--- src/rtl/reg_write_arbiter_pkg.sv ---
// Shared register-file write-port constants, state encoding and payload type.
package reg_write_arbiter_pkg;

  localparam int unsigned REG_ADDR_W = 5;
  localparam int unsigned REG_DATA_W = 32;

  localparam logic [REG_ADDR_W-1:0] ZERO_REG = '0;

  typedef enum logic {
    PRIO_A  = 1'b0,
    FORCE_B = 1'b1
  } arb_state_e;

  // One register-file write: destination and data.
  typedef struct packed {
    logic [REG_ADDR_W-1:0] addr;
    logic [REG_DATA_W-1:0] data;
  } wr_req_t;

endpackage : reg_write_arbiter_pkg

--- src/rtl/reg_write_arbiter_starve_counter.sv ---
// Saturating count of consecutive cycles B has waited; flags the last wait before a forced grant.
module reg_write_arbiter_starve_counter #(
  parameter int unsigned CNT_W        = 3,
  parameter int unsigned STARVE_LIMIT = 4
) (
  input  logic clk_i,
  input  logic rst_i,
  input  logic inc_i,
  input  logic clr_i,
  output logic hit_c
);

  localparam logic [CNT_W-1:0] CNT_MAX = '1;
  localparam logic [CNT_W-1:0] HIT_VAL = CNT_W'(STARVE_LIMIT - 1);

  logic [CNT_W-1:0] cnt_q;
  logic [CNT_W-1:0] cnt_d;

  // Next count: clear wins, otherwise increment until saturation.
  always_comb begin
    cnt_d = cnt_q;
    if (clr_i) begin
      cnt_d = '0;
    end else if (inc_i && (cnt_q != CNT_MAX)) begin
      cnt_d = cnt_q + CNT_W'(1);
    end
  end

  // Counter register.
  always_ff @(posedge clk_i or negedge rst_i) begin
    if (!rst_i) begin
      cnt_q <= '0;
    end else begin
      cnt_q <= cnt_d;
    end
  end

  assign hit_c = (cnt_q == HIT_VAL);

endmodule : reg_write_arbiter_starve_counter

--- src/rtl/reg_write_arbiter.sv ---
// Arbitrates the register-file write port between writeback (A, priority) and mul/div (B),
// with a starvation guard that forces one B grant.
module reg_write_arbiter
  import reg_write_arbiter_pkg::*;
#(
  parameter int unsigned STARVE_LIMIT = 4,
  parameter int unsigned CNT_W        = 3
) (
  input  logic                  clk_i,
  input  logic                  rst_i,
  input  logic                  a_valid_i,
  input  logic [REG_ADDR_W-1:0] a_addr_i,
  input  logic [REG_DATA_W-1:0] a_data_i,
  output logic                  a_ready_o,
  input  logic                  b_valid_i,
  input  logic [REG_ADDR_W-1:0] b_addr_i,
  input  logic [REG_DATA_W-1:0] b_data_i,
  output logic                  b_ready_o,
  output logic                  reg_write_o,
  output logic [REG_ADDR_W-1:0] rd_addr_o,
  output logic [REG_DATA_W-1:0] rd_data_o,
  output logic                  force_b_o
);

  arb_state_e state_q, state_d;
  wr_req_t    wr_q, wr_d;
  logic       reg_write_q, reg_write_d;
  logic       force_b_q, force_b_d;

  logic a_fire, b_fire, a_wr, b_wr, b_wait, cnt_hit;

  reg_write_arbiter_starve_counter #(
    .CNT_W        (CNT_W),
    .STARVE_LIMIT (STARVE_LIMIT)
  ) u_starve_counter (
    .clk_i (clk_i),
    .rst_i (rst_i),
    .inc_i (b_wait),
    .clr_i (!b_wait),
    .hit_c (cnt_hit)
  );

  // Readies, grant selection, next state and next write-port contents.
  always_comb begin
    a_ready_o   = 1'b0;
    b_ready_o   = 1'b0;
    state_d     = state_q;
    wr_d        = wr_q;
    reg_write_d = 1'b0;

    if (state_q == PRIO_A) begin
      a_ready_o = 1'b1;
      // B may share the cycle whenever A does not consume the port.
      b_ready_o = !a_valid_i || (a_addr_i == ZERO_REG) || (b_addr_i == ZERO_REG);
    end else begin
      b_ready_o = 1'b1;
    end

    a_fire = a_valid_i && a_ready_o;
    b_fire = b_valid_i && b_ready_o;
    b_wait = b_valid_i && !b_ready_o;

    // Register-0 writes are accepted but never reach the port.
    a_wr = a_fire && (a_addr_i != ZERO_REG);
    b_wr = b_fire && (b_addr_i != ZERO_REG) && !a_wr;

    if (a_wr) begin
      reg_write_d = 1'b1;
      wr_d        = '{addr: a_addr_i, data: a_data_i};
    end else if (b_wr) begin
      reg_write_d = 1'b1;
      wr_d        = '{addr: b_addr_i, data: b_data_i};
    end

    unique case (state_q)
      PRIO_A:  if (b_wait && cnt_hit) state_d = FORCE_B;
      FORCE_B: if (b_fire)            state_d = PRIO_A;
      default:                        state_d = PRIO_A;
    endcase

    force_b_d = (state_d == FORCE_B);
  end

  // State and registered write-port outputs.
  always_ff @(posedge clk_i or negedge rst_i) begin
    if (!rst_i) begin
      state_q     <= PRIO_A;
      wr_q        <= '0;
      reg_write_q <= 1'b0;
      force_b_q   <= 1'b0;
    end else begin
      state_q     <= state_d;
      wr_q        <= wr_d;
      reg_write_q <= reg_write_d;
      force_b_q   <= force_b_d;
    end
  end

  assign reg_write_o = reg_write_q;
  assign rd_addr_o   = wr_q.addr;
  assign rd_data_o   = wr_q.data;
  assign force_b_o   = force_b_q;

endmodule : reg_write_arbiter

--- config.mk ---
export PLATFORM = sky130hd
export DESIGN_NAME = reg_write_arbiter
export DESIGN_NICKNAME = d
export VERILOG_FILES = /design/src/rtl/reg_write_arbiter_pkg.sv /design/src/rtl/reg_write_arbiter_starve_counter.sv /design/src/rtl/reg_write_arbiter.sv
export SDC_FILE = /design/constraint.sdc
export NUM_CORES = 1
export LEC_CHECK = 0
export ABC_CLOCK_PERIOD_IN_PS = 2700
export BUFFER_PORTS_ARGS = -buffer_cell sky130_fd_sc_hd__buf_4
export CAP_MARGIN = 10
export CORE_ASPECT_RATIO = 0.6
export CORE_MARGIN = 2
export CORE_UTILIZATION = 47
export DETAILED_ROUTE_END_ITERATION = 10
export GPL_TIMING_DRIVEN = 0
export PLACE_DENSITY = 0.95
export SLEW_MARGIN = 15
export SYNTH_ARGS = -nofsm -noshare
export SYNTH_HDL_FRONTEND = slang
export SYNTH_SLANG_ARGS = --single-unit
--- constraint.sdc ---
create_clock -name clk_i -period 2.7 [get_ports clk_i]
set_input_delay 0.135 -clock clk_i [delete_from_list [all_inputs] [get_ports clk_i]]
set_output_delay 0.135 -clock clk_i [all_outputs]
set_load 0.005 [all_outputs]
==> impl_metrics.json, run 1 <==
{
  "status": "complete, no violations",
  "postSynthAreaPerCell_um2": 8.875,
  "numPortBuffers": 118,
  "drtPass1Iterations": 4,
  "area_growth_pct": 53.71,
  "rsz0062_at_grt": "no",
  "cellLeakagePower_nw": 1.518,
  "tightest_slew_ps": 527.2,
  "finalHoldViolCount": 0,
  "clock_latency_ps": 290,
  "mostFrequentLayoutCell": "buf_4",
  "cts-htree-levels": 2,
  "critPathRequiredTime_ps": 2570,
  "wl_mm": 6.107,
  "die_y_um": 54.60,
  "netlist_area_um2": 2006,
  "path_buf_inv": 2,
  "power_switching_mw": 0.4189,
  "yosys_warnings": 0,
  "synth-xor-area-share_pct": 0.4367,
  "min_period_over_period_pct": 61.65,
  "crit_type": "reg -> out",
  "cp_slowest_stage_delay_ps": 420,
  "grt_pass1_wl_mm": 8.983,
  "synthCells": 226,
  "synth_compound_area_share_pct": 22.27,
  "cts_sinks": 42,
  "antennaDiodeCount": 0,
  "cts_tree": "yes",
  "design_power_total_mw": 1.602,
  "wl_per_cell_um": 14.79,
  "fill_cells": 319,
  "fin_setup_tns_ps": 0,
  "final_cell_mix": "119 x buf_4, 65 x a21oi_1, 43 x nor2_1",
  "max-cap-violations": 0,
  "synth_cell_types": 22,
  "hp-class": "in -> reg",
  "crit_arrival_ps": 1530,
  "drv_slew": 0,
  "numCtsBuffers": 5,
  "synth-simple-area-share_pct": 16.28,
  "start_util_pct": 48.93,
  "dp_hpwl_mm": 4.557,
  "post_cts_resized": 0,
  "grt_max_degree": 43,
  "dr_total_vias": 2095,
  "clock_path_buffers": 2,
  "synth_top_cell_area_share_pct": 52.40,
  "p_seq_share_pct": 45.4,
  "p_comb_share_pct": 24.0,
  "post_cts_buffers": 0,
  "die_w_um": 88.34,
  "clockRootBuffer": "clkbuf_8",
  "setup_viol": 0,
  "fmax_mhz": 600.8,
  "yosysTopAreaCell": "dfrtp_1",
  "p_per_area_nw_per_um2": 519.7,
  "viasPerCell": 5.073,
  "p_sw_share_pct": 26.14,
  "cp_slowest_cell": "dfrtp_1",
  "drt_iter0_drc": 92,
  "detail-route-antenna-nets": 0,
  "path_max_fanout": 10,
  "yosys.area_share.adder_pct": 1.871,
  "max-slew-margin-rel_pct": 64.85,
  "ys_ff_latch": 42,
  "drive_gt1_share_pct": 41.36,
  "finalClockSkew_ps": 6.100,
  "drcViolationCount": 0,
  "clockPowerShare_pct": 30.6,
  "synth_seq_area_share_pct": 52.40,
  "ios": 119,
  "end_kind": "output pin",
  "grt_usage_pct": 25.31,
  "gp_congestion": 0.7594,
  "synth_top_family_by_area": "compound AO/OA/AOI/OAI gates",
  "antenna_found_initial": 0,
  "crit_family": "flip-flops",
  "core_area_um2": 4099,
  "synthTopCellsByArea": "dfrtp_1 52%, a21oi_1 16%, nor2_1 8.0%",
  "cp_cell_sequence": "nor2b_1, o21a_1, buf_6, nand2_1, buf_4",
  "cts.clk_slew.worst_paths_ps": 70,
  "row_count": 18,
  "grt_pass1_vias": 1866,
  "syn-num-nets": 307,
  "internal_power_mw": 1.183,
  "ir_drop_mv": 0.3157,
  "nets": 433,
  "muxShareOfSynthArea_pct": 0.4991,
  "start_kind": "register",
  "grt-ovfl-total": 0,
  "die-area_um2": 4823,
  "fin_crit_ps": 1664
}
Yosys cell counts (all sizes together):
cell    count
mux2i       1
nand2      38
or4         1
nor3        1
buf        12
dfrtp      42
o221a       2
o21ai       1
ha          3
nor2b       1
nor2       43
a21bo       1
inv         2
o21a        1
clkbuf      3
xor2        1
a21boi      1
a21oi      69
a221oi      3
routing by layer:
layer	part of all wire (%)	vias up	GRT usage [%]
li1	-	1012	-
met1	42	969	33.82
met2	47	110	40.85
met3	11	4	7.692
met4	0.67	0	6.818
met5	0	-	0
worst paths after layout:
check | start | to | slack (ps) | cells past startpoint
max in group asynchronous | rst_i | rd_data_o[27]$_DFFE_PN0P_ | 1980 | 2
hold / removal | b_valid_i | force_b_o$_DFF_PN0_ | 80 | 2
hold reg to reg | rd_data_o[29]$_DFFE_PN0P_ | rd_data_o[29]$_DFFE_PN0P_ | 520 | 2
setup reg to reg | force_b_o$_DFF_PN0_ | rd_data_o[14]$_DFFE_PN0P_ | 1200 | 6
min in group asynchronous | rst_i | rd_addr_o[1]$_DFFE_PN0P_ | 360 | 2
setup / recovery | force_b_o$_DFF_PN0_ | b_ready_o | 1040 | 5
power by group through the flow:
stage                     registers [mW]  logic (mW)  clock network (mW)
after global routing               0.735       0.422               0.525
after global placement             0.735       0.372                   0
after CTS                          0.728       0.388               0.494
after floorplan                    0.740       0.140                   0
after detailed placement           0.739       0.385                   0
final                              0.728       0.384               0.490
area by class of cell:
class / count / area (um2) / share of cell area (%)
Clock buffer: 7 / 76.32 / 2.476
Tap cell: 60 / 75.07 / 2.435
Buffer: 15 / 117.6 / 3.815
Timing Repair Buffer: 119 / 895.9 / 29.06
Inverter: 2 / 7.507 / 0.2435
Sequential cell: 42 / 1051 / 34.09
Clock inverter: 1 / 30.03 / 0.9740
Multi-Input combinational cell: 167 / 829.5 / 26.91
sequential cells by signal (all words and copies together), names as in the netlist:
name                    count
rd_data_o                  32
rd_addr_o                   5
u_starve_counter.cnt_q      3
force_b_o                   1
reg_write_o                 1
metrics by stage:
step                cell area [um2]  setup WS [ps]  util, %  cells  hold slack, ps
floorplan                      2006           1305        -    226          -160.6
global placement               2967           1109    72.37    404           146.5
detailed placement             2967           1038    72.37    404           148.7
CTS                            3083           1028    75.21    413           67.60
global route                   3083          944.1    75.21    413           79.64
finish                         3083           1036    75.21    413           76.66
what timing repair did:
action	4_1_cts	5_1_grt
setup endpoints to repair	0	0
hold buffers	1	0
hold endpoints to repair	42	0
logic make-up (layout without fill, tap and decap cells):
group,after synthesis,in the layout
and+or+nand+nor,84,84
adders and majority gates,3,3
AOI/OAI and AO/OA,78,78
DFF,42,42
xor gates and xnor gates,1,1
buffers and inverters,17,144
muxes,1,1
No activity file was read; power rests on OpenSTA's default activity.
==> inputs of run 2 (changes only) <==
--- a/config.mk
+++ b/config.mk
@@ -5,15 +5,15 @@
 export SDC_FILE = /design/constraint.sdc
 export NUM_CORES = 1
 export LEC_CHECK = 0
-export ABC_CLOCK_PERIOD_IN_PS = 2700
+export ABC_CLOCK_PERIOD_IN_PS = 1450
 export BUFFER_PORTS_ARGS = -buffer_cell sky130_fd_sc_hd__buf_4
 export CAP_MARGIN = 10
 export CORE_ASPECT_RATIO = 0.6
 export CORE_MARGIN = 2
-export CORE_UTILIZATION = 47
+export CORE_UTILIZATION = 39
 export DETAILED_ROUTE_END_ITERATION = 10
 export GPL_TIMING_DRIVEN = 0
-export PLACE_DENSITY = 0.95
+export PLACE_DENSITY = 0.85
 export SLEW_MARGIN = 15
 export SYNTH_ARGS = -nofsm -noshare
 export SYNTH_HDL_FRONTEND = slang
==> constraint.sdc (replaced) <==
create_clock -name clk_i -period 1.45 [get_ports clk_i]
set_input_delay 0.0725 -clock clk_i [delete_from_list [all_inputs] [get_ports clk_i]]
set_output_delay 0.0725 -clock clk_i [all_outputs]
set_load 0.005 [all_outputs]
==> run 2 against run 1 <==
Clock-buffer cell count did not move. Core utilization fell by 13 points. Combinational power rose by 92%. Hold slack got worse by 45 ps. Critical path type is now in -> reg.
==> impl_metrics.json, run 2 (synthesized netlist as in run 1, its figures left out) <==
{
  "r2r_start": "force_b_o$_DFF_PN0_",
  "ir_drop_mv": 0.4023,
  "dr_total_vias": 2166,
  "dp_hpwl_mm": 4.640,
  "area_growth_pct": 56.33,
  "grt_pass1_wl_mm": 9.487,
  "die_y_um": 59.55,
  "critPathCapture": "rd_data_o[14]$_DFFE_PN0P_",
  "finalClockSkew_ps": 2.514,
  "detail-route-antenna-nets": 0,
  "clock_path_buffers": 2,
  "final_core_util_pct": 62.65,
  "grt_pass1_vias": 2000,
  "whs_ps": 31.89,
  "grt_max_degree": 43,
  "pre_cts_ws_ps": -132.0,
  "nets": 439,
  "fin_ws_ps": 34.32,
  "die-area_um2": 5751,
  "ios": 119,
  "viasPerCell": 5.108,
  "die_w_um": 96.58,
  "internal_power_mw": 2.038,
  "start_kind": "primary input",
  "crit_arrival_ps": 1590,
  "p_seq_share_pct": 48.5,
  "min_period_over_period_pct": 97.63,
  "crit_type": "in -> reg",
  "drv_slew": 0,
  "cts-htree-levels": 2,
  "drcViolationCount": 0,
  "numPortBuffers": 118,
  "fin_crit_ps": 1416,
  "largest_reg_flops": 32,
  "critPathRequiredTime_ps": 1620,
  "r2r-end": "rd_data_o[19]$_DFFE_PN0P_",
  "cts_sinks": 42,
  "max-slew-margin-rel_pct": 62.22,
  "cts_tree": "yes",
  "row_count": 20,
  "max-cap-violations": 0,
  "mostFrequentLayoutCell": "buf_4",
  "core_area_um2": 5005,
  "p_per_area_nw_per_um2": 890.6,
  "tightest_slew_ps": 566.6,
  "cts.clk_slew.worst_paths_ps": 80,
  "p_sw_share_pct": 27.01,
  "wl_per_cell_um": 14.98,
  "grt-ovfl-total": 0,
  "antennaDiodeCount": 0,
  "hp-class": "in -> reg",
  "antenna_found_initial": 0,
  "ff2ff_path_depth": 7,
  "gp_congestion": 0.7258,
  "fmax_mhz": 706.4,
  "clockRootBuffer": "clkbuf_8",
  "finalHoldViolCount": 0,
  "setup_viol": 0,
  "fin_setup_tns_ps": 0,
  "power_switching_mw": 0.7541,
  "numCtsBuffers": 5,
  "cellLeakagePower_nw": 1.544,
  "start_util_pct": 40.08,
  "crit_start": "a_addr_i[3]",
  "status": "complete, no violations",
  "final_cell_mix": "123 x buf_4, 65 x a21oi_1, 43 x nor2_1",
  "rsz0062_at_grt": "yes",
  "clock_latency_ps": 280,
  "drive_gt1_share_pct": 42.74,
  "grt_usage_pct": 22.05,
  "r2r_slack_ps": 50,
  "drtPass1Iterations": 4,
  "clockPowerShare_pct": 25.1,
  "path_max_fanout": 10,
  "end_kind": "register",
  "p_comb_share_pct": 26.4,
  "wl_mm": 6.350,
  "drt_iter0_drc": 76
}
-- run 2: changes by cell type in the layout (fill, tap and decap cells not counted) --
cell,change
buf_4,+4
nor2b_4,+1
dfrtp_2,+1
bufinv_16,-1
buf_12,+1
dfrtp_1,-1
buf_8,+1
nor2b_1,-1
buf_6,-1
nand2_1,-1
dlygate4sd3_1,+1
nand2_2,+1
-- run 2: cell type report --
type	instances	area [um2]
Buffer	15	121.4
Clock buffer	7	76.32
Timing Repair Buffer	125	955.9
Fill cell	459	1869
Tap cell	66	82.58
Sequential cell	42	1052
Inverter	2	7.507
Multi-Input combinational cell	167	839.6
-- run 2: worst min path at each step --
stage                       startpoint                   endpoint  slack [ps]  cells past startpoint
after floorplan                  rst_i        force_b_o$_DFF_PN0_        -220                      0
after global placement           rst_i   rd_addr_o[1]$_DFFE_PN0P_          90                      1
after detailed placement         rst_i   rd_addr_o[1]$_DFFE_PN0P_         100                      1
after CTS                    b_valid_i        force_b_o$_DFF_PN0_           2                      2
after global routing       a_data_i[6]   rd_data_o[6]$_DFFE_PN0P_          30                      3
final                     a_data_i[15]  rd_data_o[15]$_DFFE_PN0P_          30                      3
-- run 2: repair_timing --
| item | in CTS | in global routing |
|---|---|---|
| hold buffers | 1 | 1 |
| pin swaps | 0 | 3 |
| setup endpoints to repair | 33 | 4 |
| endpoints found under the hold margin | 42 | 1 |
| setup buffers | 5 | 0 |
| resized for setup | 3 | 2 |
-- run 2: metal layers --
| layer | vias up | track usage (%) | wire, um |
|---|---|---|---|
| met5 | - | 0 | 0 |
| met4 | 0 | 5.433 | 46 |
| met3 | 5 | 6.743 | 629 |
| met2 | 96 | 35.91 | 2908 |
| met1 | 1042 | 29.07 | 2766 |
| li1 | 1023 | - | - |
-- run 2: worst max-delay path: stages --
cell,delay (ps)
buf_4,120
or4_4,540
o21a_1,210
buf_6,140
buf_12,130
buf_6,140
a21oi_1,150
a21oi_1,90
-- run 2: per-stage QoR --
step / cell area [um2] / std cells / total power [mW]
2_1_floorplan: 2006 / 226 / 1.640
6_report: 3136 / 424 / 2.792
5_1_grt: 3136 / 424 / 2.970
4_1_cts: 3119 / 423 / 2.820
3_3_place_gp: 2974 / 410 / 2.067
3_5_place_dp: 2974 / 410 / 2.091
-- run 2: power groups by stage --
stage                     sequential (mW)  clock (mW)  combinational (mW)
after floorplan                      1.38           0               0.262
after global placement               1.37           0               0.699
after detailed placement             1.38           0               0.716
after CTS                            1.35       0.729               0.737
after global routing                 1.37       0.798               0.805
final                                1.36       0.701               0.736
==> inputs of run 3 (changes only) <==
--- a/config.mk
+++ b/config.mk
@@ -5,7 +5,7 @@
 export SDC_FILE = /design/constraint.sdc
 export NUM_CORES = 1
 export LEC_CHECK = 0
-export ABC_CLOCK_PERIOD_IN_PS = 1450
+export ABC_CLOCK_PERIOD_IN_PS = 1300
 export BUFFER_PORTS_ARGS = -buffer_cell sky130_fd_sc_hd__buf_4
 export CAP_MARGIN = 10
 export CORE_ASPECT_RATIO = 0.6
@@ -14,7 +14,6 @@
 export DETAILED_ROUTE_END_ITERATION = 10
 export GPL_TIMING_DRIVEN = 0
 export PLACE_DENSITY = 0.85
-export SLEW_MARGIN = 15
 export SYNTH_ARGS = -nofsm -noshare
 export SYNTH_HDL_FRONTEND = slang
 export SYNTH_SLANG_ARGS = --single-unit
==> constraint.sdc (replaced) <==
create_clock -name clk_i -period 1.3 [get_ports clk_i]
set_input_delay 0.065 -clock clk_i [delete_from_list [all_inputs] [get_ports clk_i]]
set_output_delay 0.065 -clock clk_i [all_outputs]
set_load 0.005 [all_outputs]
==> run 3 against run 2 <==
The flow now finishes with violations (setup timing). Critical path depth decreased by 3. Register-to-register slack lost 100 ps. Hold slack worse by 26 ps. Total power is 31% higher. Clock-buffer cell count down 1. Combinational power increased by 19%. Routed wire length grew 0.55%. Global-route usage increased by 0.16 points. Via count decreased by 1.4%. Core utilization grew 3.9 points. Sequential share of layout area is 2.0 points lower. Clock power rose by 84%.
==> impl_metrics.json, run 3 (synthesized netlist as in run 1, its figures left out) <==
{
  "min_from": "a_data_i[12]",
  "die_w_um": 96.58,
  "status": "complete, but fails checks",
  "mostFrequentLayoutCell": "buf_4",
  "gp_congestion": 0.7633,
  "whs_endpoint": "rd_data_o[12]$_DFFE_PN0P_",
  "numPortBuffers": 118,
  "die-area_um2": 5751,
  "antenna_found_initial": 0,
  "row_count": 20,
  "clock_path_buffers": 2,
  "drt_iter0_drc": 67,
  "drv_slew": 0,
  "r2r_start": "force_b_o$_DFF_PN0_",
  "max-cap-violations": 0,
  "drtPass1Iterations": 4,
  "fin_ws_ps": -103.6,
  "critPathRequiredTime_ps": 1240,
  "whs_ps": 5.546,
  "tightest_slew_ps": 532.1,
  "design_power_total_mw": 3.671,
  "area_growth_pct": 66.06,
  "numCtsBuffers": 5,
  "cts-htree-levels": 2,
  "start_kind": "register",
  "wl_per_cell_um": 14.81,
  "cts.clk_slew.worst_paths_ps": 90,
  "r2r-end": "u_starve_counter.cnt_q[0]$_DFFE_PN0P_",
  "ff2ff_path_depth": 6,
  "max-slew-margin-rel_pct": 64.32,
  "p_per_area_nw_per_um2": 1102,
  "crit_arrival_ps": 1340,
  "crit_type": "reg -> out",
  "ir_drop_mv": 0.5157,
  "p_sw_share_pct": 25.19,
  "pre_cts_ws_ps": -263.4,
  "fmax_mhz": 712.4,
  "fill_cells": 416,
  "final_cell_mix": "126 x buf_4, 60 x a21oi_1, 42 x dfrtp_1",
  "dr_total_vias": 2135,
  "rsz0062_at_grt": "yes",
  "grt_pass1_vias": 1975,
  "grt-ovfl-total": 0,
  "wl_mm": 6.385,
  "largest_reg_flops": 32,
  "drcViolationCount": 0,
  "internal_power_mw": 2.746,
  "nets": 445,
  "r2r_slack_ps": -50,
  "p_seq_share_pct": 41.1,
  "finalHoldViolCount": 0,
  "antennaDiodeCount": 0,
  "cts_tree": "yes",
  "power_switching_mw": 0.9247,
  "start_util_pct": 40.08,
  "fin_crit_ps": 1404,
  "core_area_um2": 5005,
  "path_max_fanout": 5,
  "clockRootBuffer": "clkbuf_8",
  "finalClockSkew_ps": 5.181,
  "clock_latency_ps": 290,
  "p_comb_share_pct": 23.8,
  "violations": "setup timing",
  "dp_hpwl_mm": 4.427,
  "clockPowerShare_pct": 35.1,
  "final_core_util_pct": 66.55,
  "end_kind": "output pin",
  "setup_viol": 18,
  "min_path_cells": 3,
  "cellLeakagePower_nw": 1.620,
  "grt_pass1_wl_mm": 9.591,
  "hp-class": "in -> reg",
  "drive_gt1_share_pct": 49.32,
  "detail-route-antenna-nets": 0,
  "cts_sinks": 42,
  "die_y_um": 59.55,
  "viasPerCell": 4.954,
  "ios": 119,
  "grt_max_degree": 43,
  "grt_usage_pct": 22.21,
  "min_period_over_period_pct": 108.0
}
-- run 3: changes by cell type in the layout (fill, tap and decap cells not counted), moves of 2 or more --
cell / change
buf_4: +3
a221oi_2: +3
clkbuf_1: -3
nor2_1: -9
a21oi_1: -5
nor2_2: +9
bufinv_16: +2
a21oi_2: +4
buf_6: +5
a221oi_1: -3
-- run 3: how the worst max path moves through the flow --
stage                         from  slack, ps  depth (start not counted)                        end
2_1_floorplan          a_addr_i[3]        -20                          6  rd_data_o[11]$_DFFE_PN0P_
3_3_place_gp           a_addr_i[3]       -220                          7   rd_data_o[4]$_DFFE_PN0P_
3_5_place_dp           a_addr_i[3]       -260                          7   rd_data_o[4]$_DFFE_PN0P_
4_1_cts        force_b_o$_DFF_PN0_        -70                          5                  b_ready_o
5_1_grt        force_b_o$_DFF_PN0_       -160                          5                  b_ready_o
6_report       force_b_o$_DFF_PN0_       -100                          5                  b_ready_o
-- run 3: final cells by class --
class / count / area (um2) / share of cell area [%]
Sequential cell: 42 / 1051 / 31.56
Timing Repair Buffer: 131 / 999.7 / 30.02
Multi-Input combinational cell: 167 / 924.6 / 27.76
Buffer: 15 / 122.6 / 3.681
Clock buffer: 6 / 82.58 / 2.479
Tap cell: 66 / 82.58 / 2.479
Clock inverter: 2 / 60.06 / 1.803
Inverter: 2 / 7.507 / 0.2254
-- run 3: power groups by stage --
stage,clock network [mW],logic [mW],registers (mW)
2_1_floorplan,0,0.293,1.54
3_3_place_gp,0,0.782,1.53
3_5_place_dp,0,0.801,1.53
4_1_cts,1.30,0.833,1.51
5_1_grt,1.36,0.967,1.53
6_report,1.29,0.874,1.51
-- run 3: stage by stage --
stage | setup TNS, ps | instances | cell area (um2)
floorplan | -585.6 | 226 | 2009
global placement | -7459 | 410 | 2978
detailed placement | -8733 | 410 | 2978
CTS | -111.6 | 426 | 3212
global route | -3114 | 431 | 3331
finish | -585.3 | 431 | 3331
-- run 3: metal layers --
layer  share of wire (%)  wire length [um]  global-route usage [%]
met1                  46              2929                   30.73
met2                  44              2809                   34.23
met3                 9.6               613                   7.125
met4                0.50                32                   5.433
met5                   0                 0                       0
-- run 3: timing repair --
action                                  CTS  global route
hold buffers                              2             0
cloned                                    1             1
pin swaps                                 4            17
gates resized for setup                   7            24
setup buffers                             5             4
endpoints found under the setup margin   42            41
hold endpoints to repair                 43             0
-- run 3: critical path, cell delays in order, from the launching register on --
cell,delay [ps]
dfrtp_1,420
nor2b_4,130
o21a_1,180
buf_6,160
nand2_4,50
buf_6,110
